## src/rtl/time_counter.sv

```systemverilog
// time_counter: BCD HH:MM time-of-day counter with minute advance and range-checked load.
//   clock                    rising-edge system clock
//   reset                    asynchronous active-low reset (deassertion synchronised internally)
//   one_minute               single-cycle advance strobe
//   load_new_c               single-cycle load request for new_current_time_*
//   new_current_time_*       BCD digits to load (ms_hr, ls_hr, ms_min, ls_min)
//   current_time_*           registered BCD time digits
//   day_rollover             one-cycle pulse aligned with the (MAX_HOURS-1):59 -> 00:00 update
//   load_error               one-cycle pulse when a load request is rejected
module time_counter #(
    parameter int MAX_HOURS = 24
) (
    input  logic       clock,
    input  logic       reset,
    input  logic       one_minute,
    input  logic       load_new_c,
    input  logic [3:0] new_current_time_ms_hr,
    input  logic [3:0] new_current_time_ls_hr,
    input  logic [3:0] new_current_time_ms_min,
    input  logic [3:0] new_current_time_ls_min,
    output logic [3:0] current_time_ms_hr,
    output logic [3:0] current_time_ls_hr,
    output logic [3:0] current_time_ms_min,
    output logic [3:0] current_time_ls_min,
    output logic       day_rollover,
    output logic       load_error
);
    // ERROR is the only state with bit 1 set, so load_error is a plain flop output
    typedef enum logic [1:0] {IDLE = 2'b00, UPDATE = 2'b01, ERROR = 2'b10} state_t;
    localparam logic [7:0] HR_LAST = 8'(MAX_HOURS - 1);
    state_t     state_q, state_d;
    logic       ready_q;
    logic [3:0] ms_hr_q, ls_hr_q, ms_min_q, ls_min_q;
    logic [3:0] ms_hr_d, ls_hr_d, ms_min_d, ls_min_d;
    logic       roll_q, roll_d;
    logic [7:0] hr_val, new_hr_val;
    logic       load_ok, c_min, c_hr, c_day;

    assign hr_val     = {4'd0, ms_hr_q} * 8'd10 + {4'd0, ls_hr_q};
    assign new_hr_val = {4'd0, new_current_time_ms_hr} * 8'd10 + {4'd0, new_current_time_ls_hr};
    assign load_ok    = new_current_time_ms_hr <= 4'd9 && new_current_time_ls_hr <= 4'd9 &&
                        new_current_time_ms_min <= 4'd5 && new_current_time_ls_min <= 4'd9 &&
                        new_hr_val <= HR_LAST;
    // carry chain: minute units -> minute tens -> hour -> day
    assign c_min = ls_min_q == 4'd9;
    assign c_hr  = c_min && ms_min_q == 4'd5;
    assign c_day = c_hr && hr_val == HR_LAST;

    always_comb begin
        state_d  = IDLE;
        ms_hr_d  = ms_hr_q;
        ls_hr_d  = ls_hr_q;
        ms_min_d = ms_min_q;
        ls_min_d = ls_min_q;
        roll_d   = 1'b0;
        if (ready_q && load_new_c) begin
            state_d = load_ok ? UPDATE : ERROR;
            if (load_ok) begin
                ms_hr_d  = new_current_time_ms_hr;
                ls_hr_d  = new_current_time_ls_hr;
                ms_min_d = new_current_time_ms_min;
                ls_min_d = new_current_time_ls_min;
            end
        end else if (ready_q && one_minute) begin
            state_d  = UPDATE;
            ls_min_d = c_min ? 4'd0 : ls_min_q + 4'd1;
            ms_min_d = c_hr ? 4'd0 : c_min ? ms_min_q + 4'd1 : ms_min_q;
            ls_hr_d  = (c_day || (c_hr && ls_hr_q == 4'd9)) ? 4'd0 : c_hr ? ls_hr_q + 4'd1 : ls_hr_q;
            ms_hr_d  = c_day ? 4'd0 : (c_hr && ls_hr_q == 4'd9) ? ms_hr_q + 4'd1 : ms_hr_q;
            roll_d   = c_day;
        end
    end

    always_ff @(posedge clock or negedge reset) begin
        if (!reset) begin
            state_q  <= IDLE;
            ready_q  <= 1'b0;
            ms_hr_q  <= 4'd0;
            ls_hr_q  <= 4'd0;
            ms_min_q <= 4'd0;
            ls_min_q <= 4'd0;
            roll_q   <= 1'b0;
        end else begin
            // strobes are ignored on the first edge after reset release
            state_q  <= state_d;
            ready_q  <= 1'b1;
            ms_hr_q  <= ms_hr_d;
            ls_hr_q  <= ls_hr_d;
            ms_min_q <= ms_min_d;
            ls_min_q <= ls_min_d;
            roll_q   <= roll_d;
        end
    end

    assign current_time_ms_hr  = ms_hr_q;
    assign current_time_ls_hr  = ls_hr_q;
    assign current_time_ms_min = ms_min_q;
    assign current_time_ls_min = ls_min_q;
    assign day_rollover        = roll_q;
    assign load_error          = state_q[1];

    a_digits_legal: assert property (@(posedge clock) disable iff (!reset)
        ls_min_q <= 4'd9 && ms_min_q <= 4'd5 && ls_hr_q <= 4'd9 && hr_val <= HR_LAST);
    a_roll_zero: assert property (@(posedge clock) disable iff (!reset)
        day_rollover |-> {ms_hr_q, ls_hr_q, ms_min_q, ls_min_q} == 16'h0000);
    a_pulse_excl: assert property (@(posedge clock) disable iff (!reset)
        !(day_rollover && load_error));
endmodule

```

## config.mk

```make
export PLATFORM = sky130hd
export DESIGN_NAME = time_counter
export DESIGN_NICKNAME = d
export VERILOG_FILES = /design/src/rtl/time_counter.sv
export SDC_FILE = /design/constraint.sdc
export NUM_CORES = 1
export LEC_CHECK = 0
export BUFFER_PORTS_ARGS = -buffer_cell sky130_fd_sc_hd__buf_2
export CORE_ASPECT_RATIO = 1.5
export CORE_UTILIZATION = 59
export DETAILED_ROUTE_END_ITERATION = 10
export GPL_TIMING_DRIVEN = 0
export PLACE_DENSITY = 0.95
export SLEW_MARGIN = 20
export SYNTH_ARGS = -nofsm -noshare
export SYNTH_HDL_FRONTEND = slang
export SYNTH_SLANG_ARGS = --single-unit
```

## constraint.sdc

```tcl
create_clock -name clock -period 7.62 [get_ports clock]
set_clock_uncertainty 0.2 [all_clocks]
set_input_delay 1.143 -clock clock [delete_from_list [all_inputs] [get_ports clock]]
set_output_delay 1.143 -clock clock [all_outputs]
set_load 0.01 [all_outputs]
```

### Yosys cells after proc, flatten, opt, wreduce, memory -nomap -nowiden

Index checks and enable logic that the tools add are counted.

| word-level totals | value |
|---|---|
| flip-flop bits (word level) | 20 |
| latch bits | 0 |
| bits in writable memories | 0 |
| memory bits (read-only) | 0 |
| input bits | 20 |
| output and inout port bits | 18 |
| memories | 0 |

| operators by class | value |
|---|---|
| add/sub/neg operators | 6 |
| multiply operators | 2 |
| div/mod/pow operators | 0 |
| order comparisons | 5 |
| equality and inequality tests | 5 |
| shift operators | 0 |
| muxes and demuxes | 24 |
| bitwise logic cells | 0 |
| reductions and logical operators | 18 |

Operator list:

| kind | number |
|---|---|
| 2-to-1 mux 4 bit | 19 |
| adder 4 x 1 -> 4 bit (second input constant) | 4 |
| adder 8 x 4 -> 8 bit | 2 |
| multiplier 4 x 3 -> 7 bit (second input constant) | 2 |
| <= comparator 4 bit (second input constant) | 3 |
| logical AND 1 bit | 9 |
| AND reduction 3 bit | 3 |
| nonzero test 3 bit | 3 |
| equality test 4 bit (second input constant) | 2 |
| equality test 8 x 5 -> 1 bit (second input constant) | 1 |
| <= comparator 8 x 5 -> 1 bit (second input constant) | 1 |
| equality test 4 x 3 -> 1 bit (second input constant) | 1 |
| <= comparator 4 x 3 -> 1 bit (second input constant) | 1 |
| 2-to-1 mux 2 bit | 2 |
| 2-to-1 mux 1 bit | 3 |
| inequality test 2 bit (second input constant) | 1 |
| AND reduction 2 bit | 1 |
| nonzero test 2 bit | 1 |
| logical OR 1 bit | 1 |

### Logic depth before layout (Yosys ltp)

Gate-level depths: netlist (run 1).

| depth | value |
|---|---|
| depth after elaboration | 8 |
| gate-level depth with buffers | 10 |
| mapped depth without buffers | 10 |

### Worst setup path after synthesis (run 1)

No wires, ideal clock.

| timing | value |
|---|---|
| path kind | in2reg |
| start | input port new_current_time_ms_hr[1] |
| end | register ms_hr_q[0], in the netlist current_time_ms_hr[0] |
| setup time | 0.127 ns |
| arrival | 3.401 ns |
| data required time | 7.293 ns |
| path slack | 3.892 ns |
| cell stages on the path | 10 |
| cells stage by stage | ha_1 -> ha_1 -> fa_1 -> xor2_1 -> a211oi_1 -> nor4_4 -> nand4_1 -> inv_1 -> or2_4 -> mux2_1 |

| between the ends | value |
|---|---|
| longest elaborated chain between the ends | 7 |

RTL lines:

| item | RTL line | text |
|---|---|---|
| start: declaration | 17 | `input logic [3:0] new_current_time_ms_hr,` |
| branches (longest 4 deep; another with adder 8 x 4 -> 8 bit) | - |  |
| logical AND 1 bit (*) | 42 | `new_current_time_ms_min <= 4'd5 && new_current_time_ls_min <= 4'd9 &&` |
| inequality test 2 bit (no source line) (*) | - |  |
| AND reduction 3 bit (no source line) (*) | - |  |
| end signal: assignment | 87 | `ms_hr_q <= ms_hr_d;` |
| end: declaration | 33 | `logic [3:0] ms_hr_q, ls_hr_q, ms_min_q, ls_min_q;` |

Mark *: on every way between the ends.
A chain may end at the register's enable or synchronous reset.

### Final worst setup path (run 1)

| timing | value |
|---|---|
| start | input port new_current_time_ms_hr[1] |
| end | register ms_hr_q[3], in the netlist current_time_ms_hr[3] |

The elaborated chain is that of the path after synthesis.

==> out/metrics.csv, run 1 <==
stage,metric,value,unit
clock_tree,cts_tree,done,
setup_path,crit_start_category,primary input,
detailed_routing,postRouteWirelength,4120,µm
clock_tree,cts_resized,0,
placed_design,final_replace_weighted_congestion,0.895,
yosys,mappedNetlistNets,234,
die,floorplan.die_area,0.00319,mm²
setup_path,critical_path_required,7.57,ns
setup_path,cp_slowest_cell,sky130_fd_sc_hd__fa_1,
clock_tree,cts.sink_count,19,
min_path,hp-class,flip-flop to flip-flop,
yosys,synth.ff_latch_count,19,
timing,fmaxAchievable,268,MHz
die,core_area,0.00273,mm²
setup_path,timing.critical_path.fanout_max,4,
detailed_routing,route.detailed.vias_per_inst,6.14,
global_route,grt_util_all_layers,0.293,
timing,timing.final.crit_period,3.74,ns
yosys,postSynthAreaPerCell,9.16,µm²
global_route,grt_start_max_net_pins,20,
setup_path,cp_cell_sequence,buf_2 -> ha_1 -> ha_1 -> fa_1 -> xor2_1 -> a211oi_1 -> nor4_4 -> nand4_1 -> inv_1 -> or2_4 -> mux2_1,
placed_design,detailed_place_hpwl,3260,µm
clock_tree,htree_num_levels,1,
clock_tree,worst_setup_hold_path_clk_slew,0.07,ns
placed_design,post-place-cells,264,
setup_path,cp_top_family,adder cells,
final_layout,post-route-util,0.740,
detailed_routing,dr_total_vias,1646,
flow_run,drv.max_cap_violation_count,0,
timing,worst_pin_slew,0.519,ns
timing,setup-violations-final,0,
timing,max-slew-margin-rel,0.651,
yosys,mappedNetlistArea,0.00175,mm²
setup_path,critical_path.n_buffers_inverters,2,
detailed_routing,drt.antenna.violating_nets,0,
yosys,synth.area.top_cells,"sky130_fd_sc_hd__dfrtp_1 (27%), sky130_fd_sc_hd__ha_1 (14%), sky130_fd_sc_hd__fa_1 (4.6%)",
setup_path,critPathMaxStageDelay,0.41,ns
yosys,synth-seq-area-share,0.272,
placed_design,placed_area,0.00198,mm²
timing,final_min_period_over_clock_period,0.491,
final_layout,final_area,0.00202,mm²
yosys,ys.warnings.count,0,
die,std_cell_rows,23,
yosys,postSynth.asyncResetShare,1.00,
setup_path,criticalPathCategory,primary input to flip-flop,
final_layout,register_area,475,µm²
timing,fin_tns_setup,0,ns
setup_path,critical_path_arrival,3.68,ns
final_layout,multi_input_comb_area,0.00120,mm²
power,leakagePower,1.02,nW
timing,final.hold.worst_slack,0.389,ns
clock_tree,ctsHoldBuffers,0,
die,initial_utilization,0.640,
placed_design,preCtsSetupSlack,3.60,ns
run_status,run_status,finished clean,
power,power.ir.vdd_worst,0.000144,V
final_layout,instances_no_fill,268,
global_route,grt_antenna_before_repair,0,
detailed_routing,drc_errors,0,
setup_path,crit_path_end_kind,flip-flop,
detailed_routing,detailedRoute.firstPassIterationCount,4,
yosys,synth_top_area_cell,sky130_fd_sc_hd__dfrtp_1,
timing,setup_ws_post_layout,3.88,ns
yosys,yosysUniqueCellTypes,54,
power,power.total,0.349,mW
timing,rsz_0062_raised_after_global_routing,no,
detailed_routing,first_iter_violations,52,
global_route,grt_first_pass_wirelength,6760,µm
clock_tree,cts.path.max_buffers,2,
yosys,synth-edff-count,0,
final_layout,antennaDiodeCount,0,
global_route,number_of_global_route_vias_before_repair,1609,
clock_tree,postCtsSetupBuffers,0,
final_layout,layout_commonest_cell,sky130_fd_sc_hd__buf_2,
clock_tree,cts_root_buffer,sky130_fd_sc_hd__clkbuf_8,
placed_design,placement.io_buffers,36,
final_layout,layout.nets,275,
die,ios,38,
final_layout,syn2layout_area_growth,15.5,%
final_layout,fill_cells,219,
yosys,fraction_of_post_synthesis_cell_area_in_the_top_cell_type_by_area,0.272,
yosys,postSynthCellCount,191,
final_layout,layout_cells_sized_above_1,0.251,
clock_tree,worstSkewPairLatency,0.26,ns
global_route,overflow,0,
setup_path,timing.critical_path.mode_cell,sky130_fd_sc_hd__ha_1,
clock_tree,tritoncts_buffers,3,
yosys,synthFlopType,sky130_fd_sc_hd__dfrtp_1,
timing,timing_hold_violations_final,0,
detailed_routing,route.detailed.wl_per_inst,15.4,µm
timing,fin_max_slew_vios,0,
die,dieHeight,68.7,µm
power,power_density,173,mW/mm²
final_layout,most-common-layout-cells,"sky130_fd_sc_hd__buf_2 (39), sky130_fd_sc_hd__nand2_1 (19), sky130_fd_sc_hd__ha_1 (19), sky130_fd_sc_hd__dfrtp_1 (19), sky130_fd_sc_hd__a21oi_1 (14)",
die,die_w,46.5,µm
[logic make-up after synthesis]
family,after synthesis,share of synthesized area
AOI/OAI and AO/OA,53,0.207
xor gates and xnor gates,4,0.0200
adders and majority gates,23,0.182
buffers and inverters,19,0.0450
DFF,19,0.272
muxes,6,0.0429
other,1,0.00214
and+or+nand+nor,66,0.229
[metal layers]
metal | vias up | global-route usage | share of wire
li1 | 784 | - | -
met1 | 776 | 0.307 | 0.38
met2 | 71 | 0.538 | 0.54
met3 | 15 | 0.0313 | 0.045
met4 | 0 | 0.162 | 0.035
met5 | - | 0 | 0
[worst register-to-register path, cell delays in order (launching register included)]
cell and delay (ns):
sky130_fd_sc_hd__dfrtp_1 0.48, sky130_fd_sc_hd__ha_1 0.34, sky130_fd_sc_hd__ha_1 0.23, sky130_fd_sc_hd__fa_1 0.49
sky130_fd_sc_hd__nor3_1 0.16, sky130_fd_sc_hd__a21oi_1 0.06, sky130_fd_sc_hd__nor3_1 0.29, sky130_fd_sc_hd__o2111ai_4 0.21
sky130_fd_sc_hd__a21oi_1 0.29, sky130_fd_sc_hd__or2_4 0.20, sky130_fd_sc_hd__mux2_1 0.32
[area by class of cell]
type | count | area share
buffer | 6 | 0.0149
clock buffer | 4 | 0.0223
inverter | 13 | 0.0241
multi-input combinational | 153 | 0.592
sequential | 19 | 0.235
tap | 37 | 0.0229
timing repair buffer | 36 | 0.0891
[power breakdown]
group	internal (mW)	leakage, nW	switching, mW	total, mW
combinational	0.0619	0.750	0.0744	0.136
clock	0.0372	0.0228	0.0338	0.0710
sequential	0.118	0.243	0.0237	0.142
[synthesized netlist by cell type, types with 2 or more instances]
master	n
sky130_fd_sc_hd__a211oi_1	2
sky130_fd_sc_hd__a21oi_1	14
sky130_fd_sc_hd__a22o_1	2
sky130_fd_sc_hd__a31oi_1	2
sky130_fd_sc_hd__and2_1	2
sky130_fd_sc_hd__and3_1	2
sky130_fd_sc_hd__buf_2	3
sky130_fd_sc_hd__clkbuf_1	2
sky130_fd_sc_hd__dfrtp_1	19
sky130_fd_sc_hd__fa_1	4
sky130_fd_sc_hd__ha_1	19
sky130_fd_sc_hd__inv_1	13
sky130_fd_sc_hd__mux2_1	3
sky130_fd_sc_hd__mux2_4	2
sky130_fd_sc_hd__nand2_1	19
sky130_fd_sc_hd__nand2_2	2
sky130_fd_sc_hd__nand2b_1	2
sky130_fd_sc_hd__nand3_1	7
sky130_fd_sc_hd__nand3b_1	2
sky130_fd_sc_hd__nand4_1	4
sky130_fd_sc_hd__nor2_1	3
sky130_fd_sc_hd__nor2b_1	5
sky130_fd_sc_hd__nor3_1	7
sky130_fd_sc_hd__o211ai_1	3
sky130_fd_sc_hd__o21ai_0	8
sky130_fd_sc_hd__o21ai_1	7
sky130_fd_sc_hd__o22ai_1	3
sky130_fd_sc_hd__o2bb2ai_1	2
sky130_fd_sc_hd__xnor2_1	2
sky130_fd_sc_hd__xor2_1	2
[worst paths after layout]
kind                       depth (start not counted)  slack [ns]                                from                                  to
max                                               11        3.88           new_current_time_ms_hr[1]   current_time_ms_hr[3]$_DFFE_PN0P_
min                                                2        0.39  current_time_ms_min[3]$_DFFE_PN0P_  current_time_ms_min[3]$_DFFE_PN0P_
max reg2reg                                       10        4.24   current_time_ms_hr[1]$_DFFE_PN0P_   current_time_ms_hr[3]$_DFFE_PN0P_
min reg2reg                                        2        0.39  current_time_ms_min[3]$_DFFE_PN0P_  current_time_ms_min[3]$_DFFE_PN0P_
max in group asynchronous                          1        6.30                               reset  current_time_ms_min[0]$_DFFE_PN0P_
min in group asynchronous                          1        0.62                               reset  current_time_ms_min[2]$_DFFE_PN0P_
[flip-flops by register name, indices dropped and copies added (netlist names)]
| name | cells |
|---|---|
| ready_q | 1 |
| day_rollover | 1 |
| current_time_ms_min | 4 |
| state_q | 1 |
| current_time_ms_hr | 4 |
| current_time_ls_hr | 4 |
| current_time_ls_min | 4 |
(Power assumes the default switching activity.)
==> inputs of run 2 (changes only) <==
CORE_UTILIZATION = 55   (was 59)
PLACE_DENSITY = 0.92   (was 0.95)
clock period = 3.7 ns   (was 7.62 ns; I/O delays follow)
==> out/metrics.csv, run 2 (synthesized netlist as in run 1, its figures left out) <==
stage,metric,value,unit
global_route,number_of_global_route_vias_before_repair,1582,
power,leakagePower,1.02,nW
power,power.ir.vdd_worst,0.000260,V
setup_path,timing.critical_path.fanout_max,6,
detailed_routing,detailedRoute.firstPassIterationCount,4,
clock_tree,postCtsSetupBuffers,0,
detailed_routing,dr_total_vias,1595,
setup_path,timing.critical_path.mode_cell,sky130_fd_sc_hd__ha_1,
final_layout,syn2layout_area_growth,15.7,%
timing,setup-violations-final,0,
detailed_routing,first_iter_violations,30,
timing,final_min_period_over_clock_period,0.865,
detailed_routing,drc_errors,0,
detailed_routing,route.detailed.wl_per_inst,14.3,µm
timing,worst_pin_slew,0.525,ns
die,initial_utilization,0.589,
die,dieHeight,71.1,µm
flow_run,drv.max_cap_violation_count,0,
die,ios,38,
power,power_density,352,mW/mm²
timing,final.hold.worst_slack,0.0420,ns
detailed_routing,postRouteWirelength,3860,µm
setup_path,critical_path_required,3.64,ns
run_status,run_status,finished clean,
die,core_area,0.00297,mm²
setup_path,cp_slowest_cell,sky130_fd_sc_hd__fa_1,
final_layout,layout_cells_sized_above_1,0.251,
detailed_routing,drt.antenna.violating_nets,0,
global_route,grt_start_max_net_pins,20,
clock_tree,cts.path.max_buffers,2,
timing,timing_hold_violations_final,0,
placed_design,detailed_place_hpwl,3070,µm
setup_path,cp_cell_sequence,buf_2 -> ha_1 -> ha_1 -> fa_1 -> xor2_1 -> a211oi_1 -> nor4_4 -> nand4_1 -> inv_1 -> or2_4 -> mux2_1,
detailed_routing,route.detailed.vias_per_inst,5.91,
timing,fin_max_slew_vios,0,
placed_design,placement.io_buffers,36,
setup_path,criticalPathCategory,primary input to flip-flop,
clock_tree,ctsHoldBuffers,0,
placed_design,final_replace_weighted_congestion,0.849,
clock_tree,cts_root_buffer,sky130_fd_sc_hd__clkbuf_8,
die,floorplan.die_area,0.00342,mm²
final_layout,layout_commonest_cell,sky130_fd_sc_hd__buf_2,
global_route,grt_util_all_layers,0.250,
final_layout,layout.nets,275,
timing,fin_tns_setup,0,ns
setup_path,critical_path_arrival,3.14,ns
placed_design,post-place-cells,266,
timing,max-slew-margin-rel,0.650,
clock_tree,cts.sink_count,19,
die,die_w,48.1,µm
final_layout,antennaDiodeCount,0,
timing,rsz_0062_raised_after_global_routing,no,
final_layout,instances_no_fill,270,
min_path,hp-class,primary input to async pin,
clock_tree,worstSkewPairLatency,0.25,ns
timing,fmaxAchievable,312,MHz
clock_tree,cts_tree,done,
clock_tree,tritoncts_buffers,3,
final_layout,most-common-layout-cells,"sky130_fd_sc_hd__buf_2 (39), sky130_fd_sc_hd__nand2_1 (19), sky130_fd_sc_hd__ha_1 (19), sky130_fd_sc_hd__dfrtp_1 (19), sky130_fd_sc_hd__a21oi_1 (14)",
global_route,grt_antenna_before_repair,0,
clock_tree,htree_num_levels,1,
clock_tree,cts_resized,0,
global_route,overflow,0,
clock_tree,worst_setup_hold_path_clk_slew,0.07,ns
global_route,grt_first_pass_wirelength,6360,µm
setup_path,worstSetupStartpoint,new_current_time_ms_hr[3],
setup_path,crit_path_end_kind,flip-flop,
setup_path,critPathMaxStageDelay,0.40,ns
die,std_cell_rows,24,
setup_path,r2r-start,current_time_ms_hr[1]$_DFFE_PN0P_,
setup_path,crit_start_category,primary input,
timing,timing.final.crit_period,3.20,ns
final_layout,fill_cells,233,
run 2: layout make-up:
class                           count  area [µm²]  area share
Sequential cell                    19         475       0.235
Timing Repair Buffer               36         180      0.0890
Multi-Input combinational cell    153        1200       0.591
Buffer                              6        30.0      0.0148
Clock buffer                        4        45.0      0.0222
Tap cell                           39        48.8      0.0241
Inverter                           13        48.8      0.0241
run 2: worst max-delay path: cells and delay by family:
family	cells	cell delay [ns]
AND/OR/NAND/NOR	3	0.69
XOR/XNOR	1	0.27
buffers and inverters	2	0.27
AO/OA/AOI/OAI	1	0.12
multiplexers	1	0.31
adder cells (fa/ha/maj)	3	0.91
run 2: power by group:
part	switching, mW	internal [mW]
clock	0.0677	0.0765
combinational	0.149	0.127
sequential	0.0491	0.244
total	0.266	0.447
run 2: path summary, 6_finish.rpt:
kind,end,slack [ns],cells after the start
worst max-delay path,current_time_ms_hr[3]$_DFFE_PN0P_,0.50,11
worst min-delay path,current_time_ms_min[2]$_DFFE_PN0P_,0.04,1
worst max register to register,current_time_ms_hr[3]$_DFFE_PN0P_,0.51,10
worst min register to register,current_time_ms_min[2]$_DFFE_PN0P_,0.37,2
max in group asynchronous,current_time_ls_min[0]$_DFFE_PN0P_,2.94,1
min in group clock,current_time_ms_min[0]$_DFFE_PN0P_,0.37,3
run 2: per-stage QoR:
stage                     worst slack [ns]  area (µm²)  total power, mW  utilization
final                                0.499        2020            0.713        0.681
after global routing                 0.265        2020            0.768        0.681
after CTS                            0.471        2020            0.714        0.681
after detailed placement             0.263        1980            0.573        0.666
after global placement               0.291        1980            0.559        0.666
after floorplan                      0.560        1750            0.479            -
run 2: per-layer routing:
metal / global-route usage / part of all wire
met1: 0.293 / 0.41
met2: 0.446 / 0.54
met3: 0.0255 / 0.033
met4: 0.0772 / 0.013
met5: 0 / 0
